## src/rtl/fetch_pc_stage.sv

```systemverilog
// Fetch stage: owns PC_F, issues one req/gnt/rvalid instruction fetch at a time and fills IF/ID.
// Optional performance counters are enabled by defining FETCH_PERF_CNT_EN.
module fetch_pc_stage #(
  parameter int unsigned     XLEN     = 32,
  parameter logic [XLEN-1:0] RESET_PC = '0
) (
  input  logic            clk,
  input  logic            rst,
  input  logic [XLEN-1:0] PC_next,
  input  logic            REDIRECT,
  output logic [XLEN-1:0] PC_F,
  output logic [XLEN-1:0] PC_plus_4_F,
  output logic            ADVANCE_F,
  output logic            IMEM_REQ,
  output logic [XLEN-1:0] IMEM_ADDR,
  input  logic            IMEM_GNT,
  input  logic            IMEM_RVALID,
  input  logic [XLEN-1:0] IMEM_RDATA,
  input  logic            STALL_D,
  output logic            VALID_D,
  output logic [XLEN-1:0] INSTR_D,
  output logic [XLEN-1:0] PC_D,
  output logic [XLEN-1:0] PC_plus_4_D,
  output logic [XLEN-1:0] FETCH_CNT,
  output logic [XLEN-1:0] STALL_CNT
);

  localparam logic [1:0] S_REQ  = 2'd0;
  localparam logic [1:0] S_WAIT = 2'd1;
  localparam logic [1:0] S_HOLD = 2'd2;

  localparam logic [XLEN-1:0] FOUR = XLEN'(4);

  logic [1:0]      state_q, state_d;
  logic            kill_q, kill_d;
  logic [XLEN-1:0] pc_f_q, pc_f_d;
  logic            valid_d_q, valid_d_d;
  logic [XLEN-1:0] instr_d_q, instr_d_d;
  logic [XLEN-1:0] pc_d_q, pc_d_d;
  logic [XLEN-1:0] pc_plus_4_d_q, pc_plus_4_d_d;
  logic [XLEN-1:0] hold_instr_q, hold_instr_d;
  logic [XLEN-1:0] hold_pc_q, hold_pc_d;

  logic            advance;
  logic            load_en;
  logic [XLEN-1:0] load_instr;
  logic [XLEN-1:0] load_pc;
  logic            slot_free;
  logic [XLEN-1:0] pc_next_al;

  assign slot_free  = !valid_d_q || !STALL_D;
  assign pc_next_al = {PC_next[XLEN-1:2], 2'b00};

  always_comb begin
    state_d       = state_q;
    kill_d        = kill_q;
    pc_f_d        = pc_f_q;
    valid_d_d     = valid_d_q;
    instr_d_d     = instr_d_q;
    pc_d_d        = pc_d_q;
    pc_plus_4_d_d = pc_plus_4_d_q;
    hold_instr_d  = hold_instr_q;
    hold_pc_d     = hold_pc_q;
    advance       = 1'b0;
    load_en       = 1'b0;
    load_instr    = '0;
    load_pc       = '0;

    if (REDIRECT) begin
      // Redirect wins over everything; a grant taken this cycle belongs to the old PC.
      advance   = 1'b1;
      pc_f_d    = pc_next_al;
      valid_d_d = 1'b0;
      case (state_q)
        S_REQ: begin
          if (IMEM_GNT) begin
            state_d = S_WAIT;
            kill_d  = 1'b1;
          end
        end
        S_WAIT: begin
          if (IMEM_RVALID) begin
            state_d = S_REQ;
            kill_d  = 1'b0;
          end else begin
            kill_d  = 1'b1;
          end
        end
        default: state_d = S_REQ;
      endcase
    end else begin
      if (slot_free) valid_d_d = 1'b0;
      case (state_q)
        S_REQ: begin
          if (IMEM_GNT) state_d = S_WAIT;
        end
        S_WAIT: begin
          if (IMEM_RVALID) begin
            state_d = S_REQ;
            if (kill_q) begin
              kill_d = 1'b0;
            end else begin
              // PC_F still names this fetch until the accept below moves it on.
              advance = 1'b1;
              pc_f_d  = pc_next_al;
              if (slot_free) begin
                load_en    = 1'b1;
                load_instr = IMEM_RDATA;
                load_pc    = pc_f_q;
              end else begin
                hold_instr_d = IMEM_RDATA;
                hold_pc_d    = pc_f_q;
                state_d      = S_HOLD;
              end
            end
          end
        end
        S_HOLD: begin
          if (slot_free) begin
            load_en    = 1'b1;
            load_instr = hold_instr_q;
            load_pc    = hold_pc_q;
            state_d    = S_REQ;
          end
        end
        default: state_d = S_REQ;
      endcase
      if (load_en) begin
        valid_d_d     = 1'b1;
        instr_d_d     = load_instr;
        pc_d_d        = load_pc;
        pc_plus_4_d_d = load_pc + FOUR;
      end
    end
  end

  always_ff @(posedge clk or posedge rst) begin
    if (rst) begin
      state_q       <= S_REQ;
      kill_q        <= 1'b0;
      pc_f_q        <= RESET_PC;
      valid_d_q     <= 1'b0;
      instr_d_q     <= '0;
      pc_d_q        <= '0;
      pc_plus_4_d_q <= '0;
      hold_instr_q  <= '0;
      hold_pc_q     <= '0;
    end else begin
      state_q       <= state_d;
      kill_q        <= kill_d;
      pc_f_q        <= pc_f_d;
      valid_d_q     <= valid_d_d;
      instr_d_q     <= instr_d_d;
      pc_d_q        <= pc_d_d;
      pc_plus_4_d_q <= pc_plus_4_d_d;
      hold_instr_q  <= hold_instr_d;
      hold_pc_q     <= hold_pc_d;
    end
  end

`ifdef FETCH_PERF_CNT_EN
  logic [XLEN-1:0] fetch_cnt_q, fetch_cnt_d;
  logic [XLEN-1:0] stall_cnt_q, stall_cnt_d;

  always_comb begin
    fetch_cnt_d = fetch_cnt_q;
    stall_cnt_d = stall_cnt_q;
    if (load_en && (fetch_cnt_q != '1)) fetch_cnt_d = fetch_cnt_q + XLEN'(1);
    if (valid_d_q && STALL_D && (stall_cnt_q != '1)) stall_cnt_d = stall_cnt_q + XLEN'(1);
  end

  always_ff @(posedge clk or posedge rst) begin
    if (rst) begin
      fetch_cnt_q <= '0;
      stall_cnt_q <= '0;
    end else begin
      fetch_cnt_q <= fetch_cnt_d;
      stall_cnt_q <= stall_cnt_d;
    end
  end

  assign FETCH_CNT = fetch_cnt_q;
  assign STALL_CNT = stall_cnt_q;
`else
  assign FETCH_CNT = '0;
  assign STALL_CNT = '0;
`endif

  assign PC_F        = pc_f_q;
  assign PC_plus_4_F = pc_f_q + FOUR;
  assign ADVANCE_F   = advance;
  assign IMEM_REQ    = (state_q == S_REQ);
  assign IMEM_ADDR   = pc_f_q;
  assign VALID_D     = valid_d_q;
  assign INSTR_D     = instr_d_q;
  assign PC_D        = pc_d_q;
  assign PC_plus_4_D = pc_plus_4_d_q;

endmodule

```

## config.mk

```make
export PLATFORM = sky130hd
export DESIGN_NAME = fetch_pc_stage
export DESIGN_NICKNAME = d
export VERILOG_FILES = /design/src/rtl/fetch_pc_stage.sv
export SDC_FILE = /design/constraint.sdc
export NUM_CORES = 1
export LEC_CHECK = 0
export BUFFER_PORTS_ARGS = -buffer_cell sky130_fd_sc_hd__buf_2
export CORE_ASPECT_RATIO = 0.6
export CORE_MARGIN = 2
export CORE_UTILIZATION = 55
export CTS_CLUSTER_DIAMETER = 150
export DETAILED_ROUTE_END_ITERATION = 16
export GPL_TIMING_DRIVEN = 0
export PLACE_DENSITY = 0.84
export SLEW_MARGIN = 20
export SYNTH_ARGS = -nofsm -noshare
export SYNTH_HDL_FRONTEND = slang
export SYNTH_SLANG_ARGS = --single-unit
```

## constraint.sdc

```tcl
create_clock -name clk -period 11.1 [get_ports clk]
set_clock_uncertainty 0.05 [all_clocks]
set_input_delay 2.22 -clock clk [delete_from_list [all_inputs] [get_ports clk]]
set_output_delay 2.22 -clock clk [all_outputs]
set_load 0.1 [all_outputs]
```

==> flow_summary.yaml <==
worst_setup_path:
  end_kind: "output port"
  path_class: "input pin to output port"
  cp_max_fo: 10
  crit_path_end: "ADVANCE_F"
  r2r_end: "PC_plus_4_D[12]"
  arrival_ns: 4.32
  crit_start: "IMEM_RVALID"
  r2r_slack_ns: 7.37
  required_ns: 8.83
  reg2reg_depth: 12
  r2r-start: "state_q[0]"
  startpoint_type: "input pin"
synth:
  synth_top_family_by_area: "simple AND/OR/NAND/NOR gates"
  yosysTopAreaCellShare_pct: 48.8
  synthTopCellsByCount: "dfrtp_1 (188), nand2_1 (144), buf_4 (104)"
  ys.flop_type: "dfrtp_1"
  synth.most_common_cell: "dfrtp_1"
  syn_area_per_cell_um2: 10.1
  synth_edf_count: 0
  synth_xor_area_share_pct: 4.27
  async_flop_share_pct: 100
  synthAdderAreaFrac_pct: 0.649
  yosys.area.top_type: "dfrtp_1"
  ys_ff_latch: 188
  synth.distinct_cells: 51
  syn_area_um2: 9640
  synth.area.top_cells: "dfrtp_1 (49%), mux2_2 (9.9%), buf_4 (8.1%)"
  syn_inst: 953
  synth-compound-area-share_pct: 10.9
  ys_warn_count: 0
  ys_seq_area_share_pct: 48.8
  yosys.area_share.simple_pct: 14.3
  synthMuxAreaShare_pct: 10.2
die:
  dieArea_um2: 18600
  start_util_pct: 56.3
  die_width_um: 175
  num_io_pins: 329
  core_area_um2: 17100
  rows: 37
  die_h_um: 107
final_layout:
  seqCellArea_um2: 4700
  synthToLayoutAreaGrowth_pct: 25.1
  design_area_um2: 12100
  final_cell_count_no_fill: 1543
  fillCellCount: 1347
  drive_gt1_share_pct: 37.2
  fin_util_pct: 70.4
  multi_input_area_um2: 4170
  antennaDiodeCount: 0
  layout.nets: 1372
place:
  portBuffers: 251
  dpl.hpwl_um: 21000
  pre_cts_ws_ns: 4.45
  gp_congestion: 0.870
  placed_cell_area_um2: 11500
  dp.cells: 1512
clock_tree:
  postCtsResizedCells: 0
  ctsHtreeMaxLevel: 4
  clkTransAtPathRegs_ns: 0.07
  hold_buffers: 0
  cts_buffers: 17
  cts_sinks: 188
  cts_root_buf: "clkbuf_16"
  cts.path.max_buffers: 2
  clk_latency_ns: 0.42
  post_cts_buffers: 0
  cts_tree: "yes"
grt:
  track_usage_pct: 29.4
  antenna_found_initial: 0
  grt_pass1_vias: 7667
  grt_max_degree: 108
  grt_first_pass_wirelength_um: 42200
  grt_overflow: 0
detailed_routing:
  drc: 0
  viasPerCell: 5.38
  wl_um: 27300
  ant_nets: 0
  num_vias: 8305
  drt_iter0_markers: 737
  first_pass_iters: 5
  drt-wirelength-per-cell_um: 17.7
outcome:
  run_status: "finished clean"
power_and_ir_drop:
  pwr-share-seq_pct: 26.2
  p_clk_share_pct: 15.1
  power_mw: 3.85
  p_sw_share_pct: 60.9
  peakVddDrop_v: 0.000278
  p_sw_mw: 2.35
  p_per_area_nw_per_um2: 320
  p_leak_nw: 6.04
  intPower_mw: 1.51
  comb_power_share_pct: 58.7
run:
  cap_violations: 0
timing:
  setup_viol: 0
  fin_crit_sh_pct: 59.4
  max_freq_ghz: 0.152
  final_max_slew_viol_count: 0
  whs_ns: 0.427
  fin_crit_ns: 6.59
  tns_ns: 0
  worst_slack_ns: 4.51
  hold_violations: 0
  worst_slew_pin_slew_ns: 1.05
  rsz0062_at_grt: "no"
  slew_headroom_pct: 30.0
min_path:
  hold_path.class: "flip-flop to flip-flop"
[worst max-delay path, stage by stage]
cell and delay (ns):
buf_2 0.10, and3b_1 0.25, clkbuf_1 0.38, nor2_1 0.25
inv_1 0.18, clkbuf_1 0.41, buf_2 0.52
[worst min-delay path by stage]
| stage | end | startpoint | depth (start not counted) |
|---|---|---|---|
| 2_1_floorplan | hold_pc_q[10] | hold_pc_q[10] | 1 |
| 3_3_place_gp | PC_D[15] | PC_D[15] | 1 |
| 3_5_place_dp | PC_plus_4_D[2] | PC_plus_4_D[2] | 1 |
| 4_1_cts | PC_D[22] | PC_D[22] | 2 |
| 5_1_grt | PC_D[27] | PC_D[27] | 1 |
| 6_report | INSTR_D[16] | INSTR_D[16] | 2 |
[power groups by stage]
| stage | logic (mW) | registers, mW | clock network (mW) |
|---|---|---|---|
| 6_report | 2.26 | 1.01 | 0.581 |
| 5_1_grt | 2.34 | 1.03 | 0.615 |
| 2_1_floorplan | 0.883 | 2.02 | 0 |
| 3_3_place_gp | 2.24 | 1.01 | 0 |
| 4_1_cts | 2.26 | 1.01 | 0.589 |
| 3_5_place_dp | 2.26 | 1.02 | 0 |
[cell families after synthesis]
kind of cell | count (synthesis)
XOR/XNOR | 47
AND/OR/NAND/NOR | 284
adder cells (fa/ha/maj) | 5
other | 1
AO/OA/AOI/OAI | 167
flip-flops | 188
buffers and inverters | 173
multiplexers | 88
[registers in the layout, indices dropped and copies added, names as in the netlist]
| signal | cells |
|---|---|
| IMEM_ADDR | 30 |
| INSTR_D | 32 |
| PC_D | 30 |
| PC_plus_4_D | 30 |
| VALID_D | 1 |
| hold_instr_q | 32 |
| hold_pc_q | 30 |
| kill_q | 1 |
| state_q | 2 |
[cell type report]
type	count	area share, %
clock buffer	17	3.53
tap	234	2.43
clock inverter	14	1.10
sequential	188	39.0
multi-input combinational	665	34.5
inverter	12	0.436
timing repair buffer	252	10.6
buffer	161	8.31
[layout by cell type, fill, tap and decap left out, types with 5 or more instances in the layout]
cell type / Yosys / layout
nand4_1: 10 / 10
and2_1: 18 / 18
a21o_1: 5 / 5
nand3_1: 12 / 12
dfrtp_1: 188 / 188
xnor2_1: 27 / 27
and3_1: 5 / 5
conb_1: 1 / 74
nand2_1: 144 / 144
clkbuf_1: 49 / 49
o21ai_0: 75 / 75
a22oi_1: 43 / 43
nor4_1: 5 / 5
nor2_1: 36 / 36
ha_1: 5 / 5
clkbuf_16: 0 / 17
mux2_2: 85 / 85
o31ai_1: 6 / 6
nand4b_1: 19 / 19
buf_2: 5 / 256
a22o_1: 6 / 6
buf_4: 104 / 104
a21oi_1: 11 / 11
xor2_1: 20 / 20
nor3_1: 16 / 15
inv_1: 12 / 11
[routing by layer]
layer | vias to the layer above | part of all wire [%] | track usage, %
met5 | - | 0 | 0
met4 | 0 | 1.2 | 6.07
met3 | 35 | 9.0 | 6.01
met2 | 410 | 44 | 43.8
met1 | 4053 | 46 | 44.6
li1 | 3807 | - | -
No activity file was read; power rests on OpenSTA's default activity.
